<file path="src/rtl/serial_pe_ctrl.sv">
// serial_pe_ctrl: sequences one serial_pe through an N-element dot product from two SRAM read ports.
// Define SERIAL_PE_CTRL_RELU_EN to clamp negative results to zero at capture.
module serial_pe_ctrl #(
    parameter int ADDR_W = 8,
    parameter int LEN_W  = 8
) (
    input  logic              clk,
    input  logic              rst_n,
    input  logic              start,
    input  logic [LEN_W-1:0]  vec_len,
    input  logic [ADDR_W-1:0] n_base,
    input  logic [ADDR_W-1:0] w_base,
    output logic              busy,
    output logic              n_rd_en,
    output logic [ADDR_W-1:0] n_rd_addr,
    input  logic [15:0]       n_rd_data,
    output logic              w_rd_en,
    output logic [ADDR_W-1:0] w_rd_addr,
    input  logic [15:0]       w_rd_data,
    output logic [15:0]       pe_neuron,
    output logic [15:0]       pe_weight,
    output logic              pe_vld,
    output logic [1:0]        pe_ctl,
    input  logic [31:0]       pe_result,
    input  logic              pe_vld_o,
    output logic [31:0]       res_data,
    output logic              res_vld,
    input  logic              res_rdy
);
    typedef enum logic [1:0] {IDLE, FETCH, DRAIN, OUT} state_t;
    state_t            state;
    logic [LEN_W-1:0]  len;
    logic [LEN_W-1:0]  cnt;
    logic              rd_first;
    logic              rd_last;
    logic [31:0]       cap;
`ifdef SERIAL_PE_CTRL_RELU_EN
    assign cap = pe_result[31] ? '0 : pe_result;
`else
    assign cap = pe_result;
`endif
    assign w_rd_en   = n_rd_en;
    assign pe_neuron = n_rd_data;
    assign pe_weight = w_rd_data;
    // cnt holds the number of reads issued so far, including the one on the bus now
    always_ff @(posedge clk or negedge rst_n) begin
        if (!rst_n) begin
            state     <= IDLE;
            len       <= '0;
            cnt       <= '0;
            rd_first  <= 1'b0;
            rd_last   <= 1'b0;
            n_rd_en   <= 1'b0;
            n_rd_addr <= '0;
            w_rd_addr <= '0;
            pe_vld    <= 1'b0;
            pe_ctl    <= 2'b00;
            res_data  <= '0;
            res_vld   <= 1'b0;
            busy      <= 1'b0;
        end else begin
            pe_vld <= n_rd_en;
            pe_ctl <= n_rd_en ? {rd_last, rd_first} : 2'b00;
            case (state)
                IDLE: if (start) begin
                    busy      <= 1'b1;
                    len       <= vec_len;
                    cnt       <= LEN_W'(1);
                    n_rd_addr <= n_base;
                    w_rd_addr <= w_base;
                    rd_first  <= 1'b1;
                    rd_last   <= vec_len == LEN_W'(1);
                    if (vec_len == '0) begin
                        state    <= OUT;
                        res_data <= '0;
                        res_vld  <= 1'b1;
                    end else begin
                        state   <= FETCH;
                        n_rd_en <= 1'b1;
                    end
                end
                FETCH: if (cnt == len) begin
                    n_rd_en <= 1'b0;
                    state   <= DRAIN;
                end else begin
                    cnt       <= cnt + LEN_W'(1);
                    n_rd_addr <= n_rd_addr + ADDR_W'(1);
                    w_rd_addr <= w_rd_addr + ADDR_W'(1);
                    rd_first  <= 1'b0;
                    rd_last   <= cnt + LEN_W'(1) == len;
                end
                DRAIN: if (pe_vld_o) begin
                    res_data <= cap;
                    res_vld  <= 1'b1;
                    state    <= OUT;
                end
                OUT: if (res_rdy) begin
                    res_vld <= 1'b0;
                    busy    <= 1'b0;
                    state   <= IDLE;
                end
                default: state <= IDLE;
            endcase
        end
    end
endmodule
</file>
<file path="config.mk">
export PLATFORM = sky130hd
export DESIGN_NAME = serial_pe_ctrl
export DESIGN_NICKNAME = d
export VERILOG_FILES = /design/src/rtl/serial_pe_ctrl.sv
export SDC_FILE = /design/constraint.sdc
export NUM_CORES = 1
export LEC_CHECK = 0
export ABC_AREA = 1
export CAP_MARGIN = 20
export CORE_ASPECT_RATIO = 1.75
export CORE_MARGIN = 1
export CORE_UTILIZATION = 35
export CTS_BUF_LIST = sky130_fd_sc_hd__clkbuf_2 sky130_fd_sc_hd__clkbuf_4 sky130_fd_sc_hd__clkbuf_8
export DETAILED_ROUTE_END_ITERATION = 8
export DONT_BUFFER_PORTS = 1
export PLACE_DENSITY = 0.48
export SETUP_SLACK_MARGIN = 0.1
export SKIP_CTS_REPAIR_TIMING = 1
export SYNTH_ARGS = -nofsm -noshare
export SYNTH_HDL_FRONTEND = slang
export SYNTH_SLANG_ARGS = --single-unit
</file>
<file path="constraint.sdc">
create_clock -name clk -period 3.6 [get_ports clk]
set_input_delay 0.36 -clock clk [delete_from_list [all_inputs] [get_ports clk]]
set_output_delay 0.36 -clock clk [all_outputs]
set_load 0.005 [all_outputs]
</file>
**Yosys cells after proc, flatten, opt, wreduce, memory -nomap -nowiden**

Cells that the tools add are included.

- Output and inout port bits: 87
- Memories kept: 0
- Input bits: 93
- Register bits after elaboration: 74
- Latch bits: 0
- Bits in read-only memories: 0
- Memory bits (writable): 0

- Multipliers: 0
- Divide/modulo/power cells: 0
- $lt $le $gt $ge: 0
- Equality and inequality tests: 13
- Bitwise gates (word level): 0
- Shift operators: 0
- Reductions and logical operators: 13
- $add $sub $neg: 3
- Multiplexer cells: 36

Operator list:

| operator | number |
|---|---|
| $mux 32 | 3 |
| $pmux 32 s2 | 1 |
| $mux 8 | 6 |
| $pmux 8 s2 | 3 |
| $add 8x1->8 const B | 3 |
| $eq 8x8->1 | 2 |
| $ne 2x2->1 const B | 7 |
| $mux 2 | 6 |
| $reduce_and 4->1 | 3 |
| $mux 1 | 11 |
| $eq 8x1->1 const B | 1 |
| $logic_not 8->1 | 1 |
| $pmux 1 s2 | 4 |
| $pmux 2 s4 | 1 |
| $reduce_and 3->1 | 2 |
| $reduce_bool 2->1 | 3 |
| $reduce_and 5->1 | 1 |
| $eq 2x2->1 const B | 2 |
| $pmux 1 s3 | 1 |
| $reduce_bool 3->1 | 1 |
| $eq 2x1->1 const B | 1 |
| $logic_not 2->1 | 1 |
| $reduce_and 2->1 | 1 |

**Longest topological paths before layout**

- Depth in word-level cells: 4
- Gate-level depth with buffers: 12

**Least setup slack after synthesis**

OpenSTA, ideal clock, no wires.

- Path kind: register to register
- Start: register state[0]
- End: register res_data[0]
- Stages on the path, launching flop included: 10
- Data required time: 3.482 ns
- Library setup time: 0.118 ns
- Slack: 1.986 ns
- Period minus slack after synthesis: 1.614 ns
- Data arrival time: 1.496 ns
- Buffers on the path: 1
- Cells stage by stage: dfrtp_1 -> inv_1 -> ha_1 -> inv_2 -> nor2_1 -> inv_1 -> o21ai_1 -> nand3b_4 -> buf_6 -> o21ai_2

- Cells in the longest elaborated chain, start to end: 3

Ends and longest elaborated chain:

| item | RTL line | RTL |
|---|---|---|
| start: declaration | 31 | `state_t state;` |
| start signal: assignment | 48 | `state <= IDLE;` |
| start signal: assignment | 74 | `state <= OUT;` |
| start signal: assignment | 78 | `state <= FETCH;` |
| $eq 2x2->1 / $logic_not 2->1 (equally long branches) | 64 | `case (state)` |
| $ne 2x2->1 (no line) / $reduce_bool 2->1 (equally long branches) | n/a |  |
| $reduce_and 4->1 (no line) | n/a |  |
| end signal: assignment | 93 | `res_data <= cap;` |
| end: declaration | 26 | `output logic [31:0] res_data,` |

Parallel ways exist; a longest one is shown, timed or not.
A chain may end at the register's enable or synchronous reset.

**Worst setup path in the final report**

- Start: register state[0]
- End: register res_data[5]

The elaborated chain is that of the path after synthesis.

==> impl_metrics.yaml <==
drt:
  routed_wl_mm: 9.65
  ant_nets: 0
  wl_met1_mm: 3.55
  dr.pass1.iters: 4
  wire_per_inst_um: 15.0
  top_layer_used: "met4"
  drt_iter0_markers: 184
  num_vias: 3205
  via_per_inst: 4.98
  wl_met3_um: 701
  post-route-drc-count: 0
  met2WireLength_mm: 5.28
global_route:
  antenna_found_initial: 0
  grt.overflow.total: 0
  grt_pass1_wl_mm: 15.1
  grt_max_degree: 75
  first_global_vias: 3230
  track_usage: 0.155
floorplan:
  die_h_um: 148
  initial_core_util: 0.358
  die_width_um: 85.5
  pin_count: 180
  dieArea_um2: 12700
  core_um2: 11900
  rows: 53
power:
  irDropWorstVdd_mv: 0.425
  p_leak_nw: 2.17
  pwr_density_cell_nw_per_um2: 932
sta:
  worst_slew_pin_slew_ns: 0.823
  layout_min_cycle_time_ns: 2.40
  max_freq_mhz: 417
  min_period_over_period: 0.666
  finalSetupViolCount: 0
  rsz0062_at_grt: "false"
  finalClockSkew_ns: 0.0132
  tns_ns: 0
  finalHoldViolCount: 0
  maxSlewViolCount: 0
  max_slew_margin: 0.452
yosys:
  ys_seq_area_frac: 0.433
  synth_top_area_share: 0.433
  syn_area_um2: 4270
  synth_area_leaders: "dfrtp_1 43%, nand2_1 19%, buf_4 6.1%"
  ys_seq_elements: 74
  ys_dominant_reg_cell: "dfrtp_1"
  synth_warnings: 0
  synth_most_common_cell: "nand2_1"
  yosysTopAreaCell: "dfrtp_1"
  async_reset_ff_frac: 1.00
  syn_inst: 539
  syn_avg_cell_area_um2: 7.93
  ys_top_cells_by_count: "215 x nand2_1, 74 x dfrtp_1, 38 x inv_1"
  synth_edf_count: 0
  ys_types: 33
  synth_nets: 639
cts:
  h-tree-depth: 3
  cts_tree: "built"
  clk_latency_ns: 0.36
  clk_pin_slew_ns: 0.09
  clock-sinks: 74
  clock_path_buffers: 2
  cts_made_buffers: 9
  cts_root_buf: "clkbuf_8"
setup_path:
  required_ns: 3.81
  start_kind: "flip-flop"
  worstPathCellList: "inv_1 -> ha_1 -> buf_4 -> inv_1 -> nand2_1 -> nand3b_4 -> nand2_1 -> o21ai_2"
  critical_path_class: "reg2reg"
  slowest_stage: "nand3b_4"
  cp-end-kind: "flip-flop"
  max_stage_delay_ns: 0.62
  cp.arrival_ns: 2.60
  cp_max_fo: 64
hold_path:
  hp-class: "in2reg"
layout:
  finish.utilization: 0.366
  fin_nets: 601
  diodes: 0
  area_growth_pct: 2.20
  final_layout_size_suffix_gt1_frac: 0.130
placement:
  gp_congestion: 0.786
  dp_hpwl_mm: 6.85
  portBuffers: 0
flow_run:
  cap_violations: 0
run_status:
  status: "finished, final reports clean"
==> state kept, by name, indices dropped and copies added, names as in the netlist <==
register   count
cnt            8
pe_vld         1
pe_ctl         2
res_data      32
n_rd_en        1
w_rd_addr      8
busy           1
n_rd_addr      8
res_vld        1
rd_last        1
rd_first       1
len            8
state          2
==> layer usage <==
metal  global-route usage  up-vias
met5                    0        -
met4               0.0575        0
met3               0.0533        8
met2                0.300      118
met1                0.145     1495
li1                     -     1584
==> critical path: cells and delay by family, from the launching register on <==
family | cells | cell delay, ns
and+or+nand+nor | 3 | 1.05
DFF | 1 | 0.42
adders and majority gates | 1 | 0.16
AOI/OAI and AO/OA | 1 | 0.08
buffers and inverters | 3 | 0.54
==> layout make-up <==
cell class              instances  area (µm²)
repair buffers                  4        52.6
inverters                      41         156
well taps                     137         171
multi-input cells             371        1870
clock buffers                   9         124
clock inverters                 7         139
flip-flops and latches         74        1850
fillers                      1252        7570
==> cell usage in the layout, fill, tap and decap left out, drive strengths merged <==
| cell type | Yosys | layout |
|---|---|---|
| nand2 | 215 | 215 |
| dfrtp | 74 | 74 |
| o21ai | 53 | 53 |
| inv | 41 | 42 |
| nor2 | 31 | 31 |
| nand3 | 22 | 22 |
| clkbuf | 8 | 9 |
| ha | 7 | 7 |
| xnor2 | 6 | 6 |
| a21oi | 6 | 6 |
| xor2 | 5 | 5 |
| nand4 | 5 | 5 |
| o31ai | 4 | 4 |
| bufinv | 0 | 4 |
| nor3 | 4 | 4 |
| mux2i | 3 | 3 |
| a31oi | 3 | 3 |
| or2 | 3 | 3 |
| buf | 45 | 3 |
| mux2 | 2 | 2 |
| clkinv | 0 | 2 |
| nand3b | 1 | 1 |
| a21o | 1 | 1 |
| dlygate4sd3 | 0 | 1 |
==> where the power goes <==
| part | switching [W] | internal (W) | leakage (nW) |
|---|---|---|---|
| Sequential | 0.000399 | 0.00121 | 0.951 |
| Combinational | 0.00105 | 0.000552 | 1.09 |
| Clock | 0.000329 | 0.000531 | 0.134 |
| Total | 0.00178 | 0.00229 | 2.17 |
==> worst paths after layout <==
check,from,endpoint,slack (ns),cells after the start
max,state[0],res_data[5],1.20,8
min,pe_result[14],res_data[14],0.15,2
max reg2reg,state[0],res_data[5],1.20,8
min reg2reg,rd_last,pe_ctl[1],0.46,2
max in group asynchronous,rst_n,res_data[20],2.74,2
min in group asynchronous,rst_n,len[4],0.55,2
==> logic make-up after synthesis <==
family	synth area share
simple gates	0.274
buf+inv	0.129
flops	0.433
compound gates	0.109
xor+xnor	0.0225
fa+ha+maj	0.0205
mux	0.0123
==> per-stage QoR <==
step           std cells  power [W]  cell area (µm²)  setup WS (ns)  hold slack [ns]
2_1_floorplan        539    0.00299             4270           1.99           0.0644
3_3_place_gp         625    0.00319             4070           1.30           0.0668
3_5_place_dp         625    0.00325             4070           1.20           0.0670
4_1_cts              641    0.00413             4330           1.18           -0.329
5_1_grt              643    0.00441             4370          0.960            0.132
6_report             643    0.00407             4370           1.20            0.146
Power figures use the tool's default switching activity.
